**src/rtl/systolic_ctrl_if.sv**
```systemverilog
// Result-drain handshake between the systolic array controller and its consumer.
// The controller presents one accumulator per cycle; the consumer paces it with res_ready.
interface systolic_ctrl_if;
    logic       res_valid;
    logic       res_ready;
    logic [7:0] res_data;
    logic [7:0] res_idx;

    modport master (
        output res_valid,
        output res_data,
        output res_idx,
        input  res_ready
    );

    modport slave (
        input  res_valid,
        input  res_data,
        input  res_idx,
        output res_ready
    );
endinterface

```
**src/rtl/systolic_ctrl.sv**
```systemverilog
// Job sequencer for an N x N output-stationary systolic MAC array: skewed operand feed,
// wavefront flush, then a handshaked drain of every accumulator through the PE chain.
module systolic_ctrl #(
    parameter int N  = 4,
    parameter int KW = 8
) (
    input  logic            clk,
    input  logic            rst_n,
    input  logic            start,
    input  logic [KW-1:0]   k_len,
    output logic            busy,
    output logic            done,
    output logic [N-1:0]    feed_en,
    output logic [N*KW-1:0] feed_k,
    output logic            chain_en,
    input  logic [7:0]      chain_tail,
    systolic_ctrl_if.master res
);

    typedef enum logic [1:0] {
        IDLE  = 2'd0,
        FEED  = 2'd1,
        DRAIN = 2'd2,
        DONE  = 2'd3
    } state_t;

    // Extended width so K + 2N - 3 and the i + K window bound never wrap.
    localparam int         EW     = KW + 7;
    localparam logic [7:0] M_LAST = 8'(N * N - 1);

    state_t        state, state_nxt;
    logic [KW:0]   t, t_nxt;
    logic [7:0]    m, m_nxt;
    logic [KW-1:0] k_reg, k_nxt;

    logic [EW-1:0] t_ext;
    logic [EW-1:0] k_ext;
    logic [EW-1:0] t_last;
    logic          in_drain;

    assign t_ext  = EW'(t);
    assign k_ext  = EW'(k_reg);
    assign t_last = k_ext + EW'(2 * N - 3);

    always_ff @(posedge clk or negedge rst_n) begin
        if (!rst_n) begin
            state <= IDLE;
            t     <= '0;
            m     <= '0;
            k_reg <= '0;
        end else begin
            state <= state_nxt;
            t     <= t_nxt;
            m     <= m_nxt;
            k_reg <= k_nxt;
        end
    end

    always_comb begin
        state_nxt = state;
        t_nxt     = t;
        m_nxt     = m;
        k_nxt     = k_reg;
        case (state)
            IDLE: begin
                if (start) begin
                    k_nxt     = k_len;
                    t_nxt     = '0;
                    m_nxt     = '0;
                    state_nxt = (k_len == '0) ? DRAIN : FEED;
                end
            end
            FEED: begin
                t_nxt = t + 1'b1;
                if (t_ext == t_last) begin
                    state_nxt = DRAIN;
                    m_nxt     = '0;
                end
            end
            DRAIN: begin
                if (res.res_ready) begin
                    m_nxt = m + 8'd1;
                    if (m == M_LAST) state_nxt = DONE;
                end
            end
            DONE:    state_nxt = IDLE;
            default: state_nxt = IDLE;
        endcase
    end

    // Row/column i sees step t-i while inside its K-long window; the feeder zeroes outside it.
    always_comb begin
        feed_en = '0;
        feed_k  = '0;
        if (state == FEED) begin
            for (int i = 0; i < N; i++) begin
                if ((t_ext >= EW'(i)) && (t_ext < EW'(i) + k_ext)) begin
                    feed_en[i]           = 1'b1;
                    feed_k[i*KW +: KW]   = KW'(t_ext - EW'(i));
                end
            end
        end
    end

    assign in_drain      = (state == DRAIN);
    assign busy          = (state != IDLE);
    assign done          = (state == DONE);
    assign res.res_valid = in_drain;
    assign res.res_idx   = in_drain ? m : 8'd0;
    assign res.res_data  = chain_tail;
    // Stalled cycles leave the chain still; the zero operands keep accumulators intact.
    assign chain_en      = in_drain & res.res_ready;

endmodule

```
**src/flat_wrapper.sv**
```systemverilog
// flat-port wrapper written by rule: the top's interface ports become plain ports
module systolic_ctrl_flat 
#(
    parameter int N  = 4,
    parameter int KW = 8
)
  (clk, rst_n, start, k_len, busy, done, feed_en, feed_k, chain_en, chain_tail, res_res_valid, res_res_data, res_res_idx, res_res_ready);
  systolic_ctrl_if res_i ();
  input  logic clk;
  input  logic rst_n;
  input  logic start;
  input  logic [KW-1:0] k_len;
  output logic busy;
  output logic done;
  output logic [N-1:0] feed_en;
  output logic [N*KW-1:0] feed_k;
  output logic chain_en;
  input  logic [7:0] chain_tail;
  output wire logic [$bits(res_i.res_valid)-1:0] res_res_valid;
  output wire logic [$bits(res_i.res_data)-1:0] res_res_data;
  output wire logic [$bits(res_i.res_idx)-1:0] res_res_idx;
  input wire logic [$bits(res_i.res_ready)-1:0] res_res_ready;
  assign res_res_valid = res_i.res_valid;
  assign res_res_data = res_i.res_data;
  assign res_res_idx = res_i.res_idx;
  assign res_i.res_ready = res_res_ready;
  systolic_ctrl #(.N(N), .KW(KW)) u_core (.clk(clk), .rst_n(rst_n), .start(start), .k_len(k_len), .busy(busy), .done(done), .feed_en(feed_en), .feed_k(feed_k), .chain_en(chain_en), .chain_tail(chain_tail), .res(res_i));
endmodule
```
**config.mk**
```make
export PLATFORM = sky130hd
export DESIGN_NAME = systolic_ctrl_flat
export DESIGN_NICKNAME = d
export VERILOG_FILES = /design/src/rtl/systolic_ctrl_if.sv /design/src/rtl/systolic_ctrl.sv /design/src/flat_wrapper.sv
export SDC_FILE = /design/constraint.sdc
export NUM_CORES = 1
export LEC_CHECK = 0
export ABC_AREA = 1
export CORE_UTILIZATION = 40
export DETAILED_ROUTE_END_ITERATION = 7
export GPL_ROUTABILITY_DRIVEN = 0
export PLACE_DENSITY = 0.72
export RECOVER_POWER = 50
export SLEW_MARGIN = 20
export SYNTH_ARGS = -nofsm -noshare
export SYNTH_HDL_FRONTEND = slang
export SYNTH_SLANG_ARGS = --single-unit
```
**constraint.sdc**
```tcl
create_clock -name clk -period 3.5 [get_ports clk]
set_clock_uncertainty 0.2 [all_clocks]
set_input_delay 0.525 -clock clk [delete_from_list [all_inputs] [get_ports clk]]
set_output_delay 0.525 -clock clk [all_outputs]
set_load 0.02 [all_outputs]
```
# --- Word-level counts from Yosys, hierarchy flattened ---
# Index checks and enable logic that the tools add are counted.
totals:
  ff_bits: 27
  in_bits: 20
  output_inout_bits: 56
  elab_cells: 67
classes:
  addsub: 9
  magnitude_cmp: 8
  eq_ne: 9
  n_mux: 23
  bitwise: 1
  reduce_logical: 13
op_table:
  columns: ["cell", "n"]
  rows:
  - ["8-bit 2-to-1 mux", 8]
  - ["32-bit 2-to-1 mux", 1]
  - ["9-bit < comparator", 3]
  - ["8-bit one-hot mux with 3 select lines", 1]
  - ["2-bit by 8-bit adder with 9-bit output (first input constant)", 2]
  - ["9-bit by 1-bit greater-or-equal comparator with 1-bit output (second input constant)", 2]
  - ["9-bit by 2-bit greater-or-equal comparator with 1-bit output (second input constant)", 2]
  - ["9-bit one-hot mux with 2 select lines", 1]
  - ["8-bit by 2-bit subtractor with 8-bit output (second input constant)", 2]
  - ["2-bit 2-to-1 mux", 5]
  - ["1-bit by 8-bit adder with 9-bit output (first input constant)", 1]
  - ["8-bit by 3-bit adder with 9-bit output (second input constant)", 1]
  - ["9-bit by 1-bit adder with 9-bit output (second input constant)", 1]
  - ["9-bit == test", 1]
  - ["9-bit by 8-bit < comparator with 1-bit output", 1]
  - ["9-bit 2-to-1 mux", 1]
  - ["8-bit by 1-bit adder with 8-bit output (second input constant)", 1]
  - ["8-bit by 4-bit == test with 1-bit output (second input constant)", 1]
  - ["8-bit zero test", 1]
  - ["2-bit one-hot mux with 4 select lines", 1]
  - ["4-bit AND reduction", 2]
  - ["8-bit by 1-bit subtractor with 8-bit output (second input constant)", 1]
  - ["2-bit inequality test (second input constant)", 3]
  - ["2-bit == test (second input constant)", 2]
  - ["10 further kinds", 18]

# --- Depth between registers and ports, before layout ---
# Gate-level depths: netlist of the first run.
depth:
  depth_word: 5
  mapped_depth: 16
  depth_no_buf: 15

# --- Worst setup path before layout of the first run ---
# No wires, ideal clock.
synth_timing:
  path_type: "reg2out"
  from: "register u_core.k_reg[2]"
  to: "output port feed_k[21]"
  arrival_time_ps: 2453
  setup_slack_ps: 322
  stages_incl_launch_ff: 13
  cell_sequence: "dfrtp_1 buf_2 nand2_1 nor2_1 nand2_1 xor2_1 ha_1 a21oi_1 o21a_1 nand4_1 nor2_1 inv_2 a21oi_1"
synth_via:
  elab_chain_cells: 5
synth_rtl:
  columns: ["item", "line", "source"]
  rows:
  - ["start: declaration", "systolic_ctrl.sv:34", "logic [KW-1:0] k_reg, k_nxt;"]
  - ["start signal: assignment", "systolic_ctrl.sv:55", "k_reg <= k_nxt;"]
  - ["2-bit by 8-bit adder with 9-bit output", "systolic_ctrl.sv:97", "if ((t_ext >= EW'(i)) && (t_ext < EW'(i) + k_ext)) begin"]
  - ["9-bit < comparator", "systolic_ctrl.sv:97", null]
  - ["1-bit logical AND", "systolic_ctrl.sv:97", null]
  - ["8-bit 2-to-1 mux", "systolic_ctrl.sv:97", null]
  - ["32-bit 2-to-1 mux", "systolic_ctrl.sv:95", "if (state == FEED) begin"]
  - ["end: declaration", "flat_wrapper.sv:16", "output logic [N*KW-1:0] feed_k;"]
# No other way between the ends.

# --- Final worst setup path of the first run ---
layout_timing:
  from: "register u_core.k_reg[2]"
  to: "output port feed_k[19]"
# The elaborated chain is that of the path after synthesis.

==> results of run 1 <==
-- critical path, stage by stage (launching register included) --
cell,delay [ps]
dfrtp_1,410
buf_4,140
nand2_1,90
nor2_1,160
buf_4,140
xor2_1,150
ha_1,260
a21oi_1,130
o21ai_0,100
nand2_1,70
nand4_1,120
nor2_2,180
inv_2,90
nor2_1,130
buf_4,160
-- power by group through the flow --
| stage | Sequential (µW) | Clock [µW] | Combinational [µW] |
|---|---|---|---|
| 2_1_floorplan | 472 | 0 | 1630 |
| 3_3_place_gp | 512 | 0 | 2330 |
| 3_5_place_dp | 517 | 0 | 2380 |
| 4_1_cts | 512 | 196 | 2340 |
| 5_1_grt | 528 | 202 | 2660 |
| 6_report | 514 | 188 | 2360 |
-- timing repair --
item,in CTS,in global routing
setup endpoints to repair,27,35
hold buffers,0,0
setup buffers,0,4
endpoints found under the hold margin,0,0
resized for setup,46,70
pin swaps,0,2
gates cloned,0,0
-- metrics by stage --
stage               setup WS, ps  setup TNS (ps)  hold WS [ps]  utilization (%)
finish                       172               0           321             50.8
floorplan                    322               0          29.4                -
CTS                         1.38               0           321             51.5
global placement            48.6               0           284             51.1
detailed placement         -66.3            -461           296             51.1
global route               -32.9            -198           377             50.8
-- per-layer routing --
metal | global-route usage [%] | vias to the layer above
met5 | 0 | -
met1 | 28.7 | 1642
li1 | - | 1812
met3 | 1.05 | 15
met4 | 7.56 | 0
met2 | 38.5 | 92
-- final cells by class --
type | instances | area [µm²] | share of cell area [%]
clock buffers | 3 | 41.3 | 0.989
well taps | 105 | 131 | 3.15
inverters | 69 | 260 | 6.23
multi-input cells | 404 | 2350 | 56.3
clock inverters | 1 | 7.51 | 0.180
repair buffers | 90 | 703 | 16.8
flip-flops and latches | 27 | 681 | 16.3
-- worst max-delay path by stage --
stage	end	cells past startpoint
floorplan	feed_k[21]	12
global placement	feed_k[21]	13
detailed placement	feed_k[26]	15
CTS	feed_k[28]	15
global route	feed_k[21]	14
finish	feed_k[19]	14
-- cell families after synthesis --
family / share of synthesized area (%)
buf+inv: 11.4
compound gates: 10.7
xor+xnor: 6.95
fa+ha+maj: 19.1
simple gates: 31.9
flops: 19.9
-- synth_stat cells --
master | count | share of area, %
o211a_1 | 1 | 0.29
nand2_1 | 136 | 15
a31oi_1 | 3 | 0.55
buf_4 | 10 | 2.2
clkinv_1 | 1 | 0.11
nor3_1 | 7 | 1.0
inv_1 | 49 | 5.4
nand3_1 | 28 | 4.1
o21ai_1 | 1 | 0.15
o21ai_0 | 24 | 3.5
or2_1 | 1 | 0.18
xor2_1 | 24 | 6.2
clkinv_2 | 1 | 0.15
inv_2 | 18 | 2.0
ha_1 | 52 | 19
nor2_1 | 64 | 7.1
xnor2_1 | 3 | 0.77
o21a_1 | 4 | 0.88
a21boi_1 | 1 | 0.22
o32ai_1 | 1 | 0.26
dfrtp_1 | 27 | 20
nand2_2 | 6 | 1.1
nor3b_1 | 3 | 0.66
a32oi_1 | 1 | 0.26
buf_6 | 1 | 0.33
a21oi_1 | 28 | 4.1
nand4_1 | 8 | 1.5
o22ai_1 | 1 | 0.18
clkbuf_1 | 2 | 0.22
nor2_4 | 1 | 0.33
buf_2 | 7 | 1.0
o21ai_2 | 1 | 0.26
nor2_2 | 3 | 0.55
nor4_1 | 2 | 0.37
==> results.cfg, run 1 <==
[die]
io_pins = 76
die_h_um = 94.2
num_rows = 33
initial_utilization_pct = 41.4
die_area_mm2 = 0.00887
dieWidth_um = 94.2
core_region_area_mm2 = 0.00822

[logic_synthesis]
syn_avg_cell_area_um2 = 6.54
synth_nets = 592
synth_cells = 520
synth_cell_types = 34
yosysWarnings = 0
synth_seq_cells = 27
ys_seq_area_share_pct = 19.9
synth_area_mm2 = 0.00340

[critical_path]
rr_worst_depth = 10
r2r_setup_slack_ps = 720
cp-start-kind = register
crit_type = register to primary output
crit_required_ps = 2770
r2r_start = u_core.state[0]
path_max_fanout = 8
crit_arrival_ps = 2600
startpoint = u_core.k_reg[2]
rr_endpoint = u_core.t[7]
endpoint_kind = primary output

[drt]
met2WireLength_um = 4340
drt-initial-drc-count = 201
wirelength_um = 9350
via_count = 3561
wl_met3_um = 454
wl_per_cell_um = 13.4
wl_met1_um = 4370
drc = 0
top_layer = met4
via_per_inst = 5.09
first_pass_iters = 4
route.antenna.remaining_nets = 0

[place]
dp_hpwl_um = 7370
place_area_mm2 = 0.00420
placedCellCount = 691
portBuffers = 59

[clocking]
clkTransAtPathRegs_ps = 90
cts.sinks = 27
clk_latency_ps = 280
cts_buffers = 3
cts_tree = built
clk_path_buf_depth = 2
h-tree-depth = 1
clock-root-buffer = clkbuf_8

[power_and_ir_drop]
combPwrFrac_pct = 77.1
p_int_uw = 1370
switching_share_pct = 55.2
clockPowerShare_pct = 6.1
power_uw = 3060
p_leak_uw = 0.00234
seqPwrFrac_pct = 16.8
switchingPower_uw = 1690
vdd_drop_max_v = 0.000409
power_density_mw_per_mm2 = 733

[cells_and_area]
fill_cells = 836
area_growth_pct = 22.8
drive_above_1_share_pct = 17.0
finalInstanceArea_mm2 = 0.00418
final_common_cell = nand2_1
largest_register_ffs = 9
diodes = 0
instances_no_fill = 699
most-common-layout-cells = nand2_1 (135), nor2_1 (61), ha_1 (50)
nets = 667

[timing]
fmax_ghz = 0.301
hold_viol = 0
setup_viol = 0
timing.final.crit_period_ps = 3330
maxSlewHeadroom_pct = 0.588
report.final.slew_viol_count = 0
tightest_slew_ps = 1490
finalCritPeriodShare_pct = 95.1

[flow_run]
max-cap-violations = 0

[global_routing]
grt_max_degree = 28
antenna_found_initial = 0
grt_pass1_wl_um = 15500
grt_util_all_layers_pct = 22.1
grt-ovfl-total = 0
grt_pass1_vias = 3342

[min_path]
hold_depth = 2
hold_start = u_core.m[7]
hold_end = u_core.m[7]
hold_path.class = register to register

[status]
outcome = finished, final reports clean
(Power assumes the default switching activity.)
==> run 2: changes to the inputs <==
--- a/config.mk
+++ b/config.mk
@@ -6,9 +6,11 @@
 export NUM_CORES = 1
 export LEC_CHECK = 0
 export ABC_AREA = 1
+export CAP_MARGIN = 20
 export CORE_UTILIZATION = 40
 export DETAILED_ROUTE_END_ITERATION = 7
 export GPL_ROUTABILITY_DRIVEN = 0
+export GPL_TIMING_DRIVEN = 0
 export PLACE_DENSITY = 0.72
 export RECOVER_POWER = 50
 export SLEW_MARGIN = 20
==> run 2 against run 1 <==
Compared with the run above:
- die area unchanged
- critical path depth down 7
- highest routed layer unchanged
- register-to-register slack gained 40 ps
- design area up 2.2%
- critical path type unchanged
==> results.cfg, run 2 (synthesized netlist as in run 1, its figures left out) <==
[status]
outcome = finished, final reports clean

[critical_path]
crit_arrival_ps = 2660
crit_type = register to primary output
slowest_delay_ps = 650
path_max_fanout = 11
cp-start-kind = register
endpoint_kind = primary output
cp_slowest_cell = dfrtp_1
crit_chain = ha_1 -> a21oi_1 -> o21ai_0 -> nand2_1 -> nand4_1 -> nor2_1 -> clkdlybuf4s50_1
crit_required_ps = 2770

[die]
die_h_um = 94.2
num_rows = 33
die_area_mm2 = 0.00887
initial_utilization_pct = 41.4
core_region_area_mm2 = 0.00822
io_pins = 76
dieWidth_um = 94.2

[clocking]
cts.sinks = 27
clk_path_buf_depth = 2
cts_buffers = 3
clkTransAtPathRegs_ps = 100
clock-root-buffer = clkbuf_8
h-tree-depth = 1
clk_latency_ps = 280
cts_tree = built
cts-hold-fix-buffers = 0

[timing]
tightest_slew_ps = 1450
hold_slack_ps = 338
maxSlewHeadroom_pct = 3.07
setup_slack_ps = 118
report.final.slew_viol_count = 0
setup_viol = 0
finalCritPeriodShare_pct = 96.6
timing.final.crit_period_ps = 3380
hold_viol = 0
fmax_ghz = 0.296

[cells_and_area]
most-common-layout-cells = nand2_1 (134), nor2_1 (61), ha_1 (50)
final_util_pct = 51.9
fill_cells = 850
final_common_cell = nand2_1
drive_above_1_share_pct = 16.3
nets = 669
diodes = 0
largest_register_ffs = 9
area_growth_pct = 25.5

[drt]
wirelength_um = 9380
via_count = 3563
top_layer = met4
drc = 0
drt-initial-drc-count = 164
wl_met1_um = 4300
met2WireLength_um = 4470
via_per_inst = 5.08
first_pass_iters = 4
route.antenna.remaining_nets = 0
wl_per_cell_um = 13.4
wl_met3_um = 469

[global_routing]
antenna_found_initial = 0
grt_util_all_layers_pct = 21.8
grt_pass1_wl_um = 15500
grt-ovfl-total = 0
grt_max_degree = 28
grt_pass1_vias = 3384

[place]
dp_slack_ps = -451
portBuffers = 67
dp_hpwl_um = 7270

[power_and_ir_drop]
power_density_mw_per_mm2 = 714
p_leak_uw = 0.00236
vdd_drop_max_v = 0.000470

[flow_run]
max-cap-violations = 0

[min_path]
hold_path.class = register to register
[run 2: changes by cell type in the layout (fill, tap and decap cells not counted), moves of 3 or more]
cell | previous run | this run
clkbuf_2 | 14 | 3
nor2_2 | 6 | 3
nor2_4 | 1 | 4
buf_4 | 35 | 23
dlygate4sd3_1 | 3 | 9
buf_2 | 7 | 20
[run 2: layer usage]
| layer | vias to the layer above | GRT usage [%] |
|---|---|---|
| li1 | 1812 | - |
| met1 | 1620 | 29.2 |
| met2 | 117 | 37.8 |
| met3 | 14 | 1.78 |
| met4 | 0 | 4.87 |
| met5 | - | 0 |
[run 2: area by class of cell]
cell class              count  area, µm²  area share (%)
clock inverters             1       7.51           0.176
well taps                 105        131            3.08
repair buffers             72        592            13.9
inverters                  69        263            6.16
multi-input cells         404       2410            56.5
plain buffers              20        140            3.28
flip-flops and latches     27        679            15.9
clock buffers               3       41.3           0.968
[run 2: report_power, final]
part / internal, µW / switching (µW) / total (µW) / leakage (µW)
Clock: 81.0 / 107 / 188 / 0.0000217
Sequential: 390 / 122 / 512 / 0.000355
Combinational: 864 / 1480 / 2350 / 0.00198
[run 2: through the flow]
stage | instances | total power (µW) | TNS (ps) | cell area (µm²)
2_1_floorplan | 520 | 2100 | 0 | 3400
3_3_place_gp | 692 | 2760 | -5220 | 4200
3_5_place_dp | 692 | 2810 | -6260 | 4200
4_1_cts | 699 | 3000 | 0 | 4320
5_1_grt | 701 | 3360 | -6.82 | 4270
6_report | 701 | 3040 | 0 | 4270
[run 2: repair_timing]
action                     4_1_cts  5_1_grt
hold endpoints to repair         0        0
buffers inserted                 3        2
gates resized for setup         80       59
setup endpoints to repair       27       35
pin swaps                        2        2
[run 2: worst paths after layout]
| kind | startpoint | endpoint | slack, ps | depth (start not counted) |
|---|---|---|---|---|
| worst min-delay path | u_core.m[3] | u_core.m[3] | 340 | 2 |
| min in group asynchronous | rst_n | u_core.m[4] | 360 | 1 |
| max in group asynchronous | rst_n | u_core.k_reg[0] | 1770 | 1 |
| worst max-delay path | u_core.t[2] | feed_k[0] | 120 | 7 |
| worst max register to register | u_core.state[1] | u_core.t[7] | 760 | 11 |
| worst min register to register | u_core.m[3] | u_core.m[3] | 340 | 2 |
[run 2: critical path, delay by kind of cell, from the launching register on]
family | cells | cell delay, ps
AOI/OAI and AO/OA | 2 | 210
adders and majority gates | 1 | 350
buffers and inverters | 1 | 620
DFF | 1 | 650
and+or+nand+nor | 3 | 540
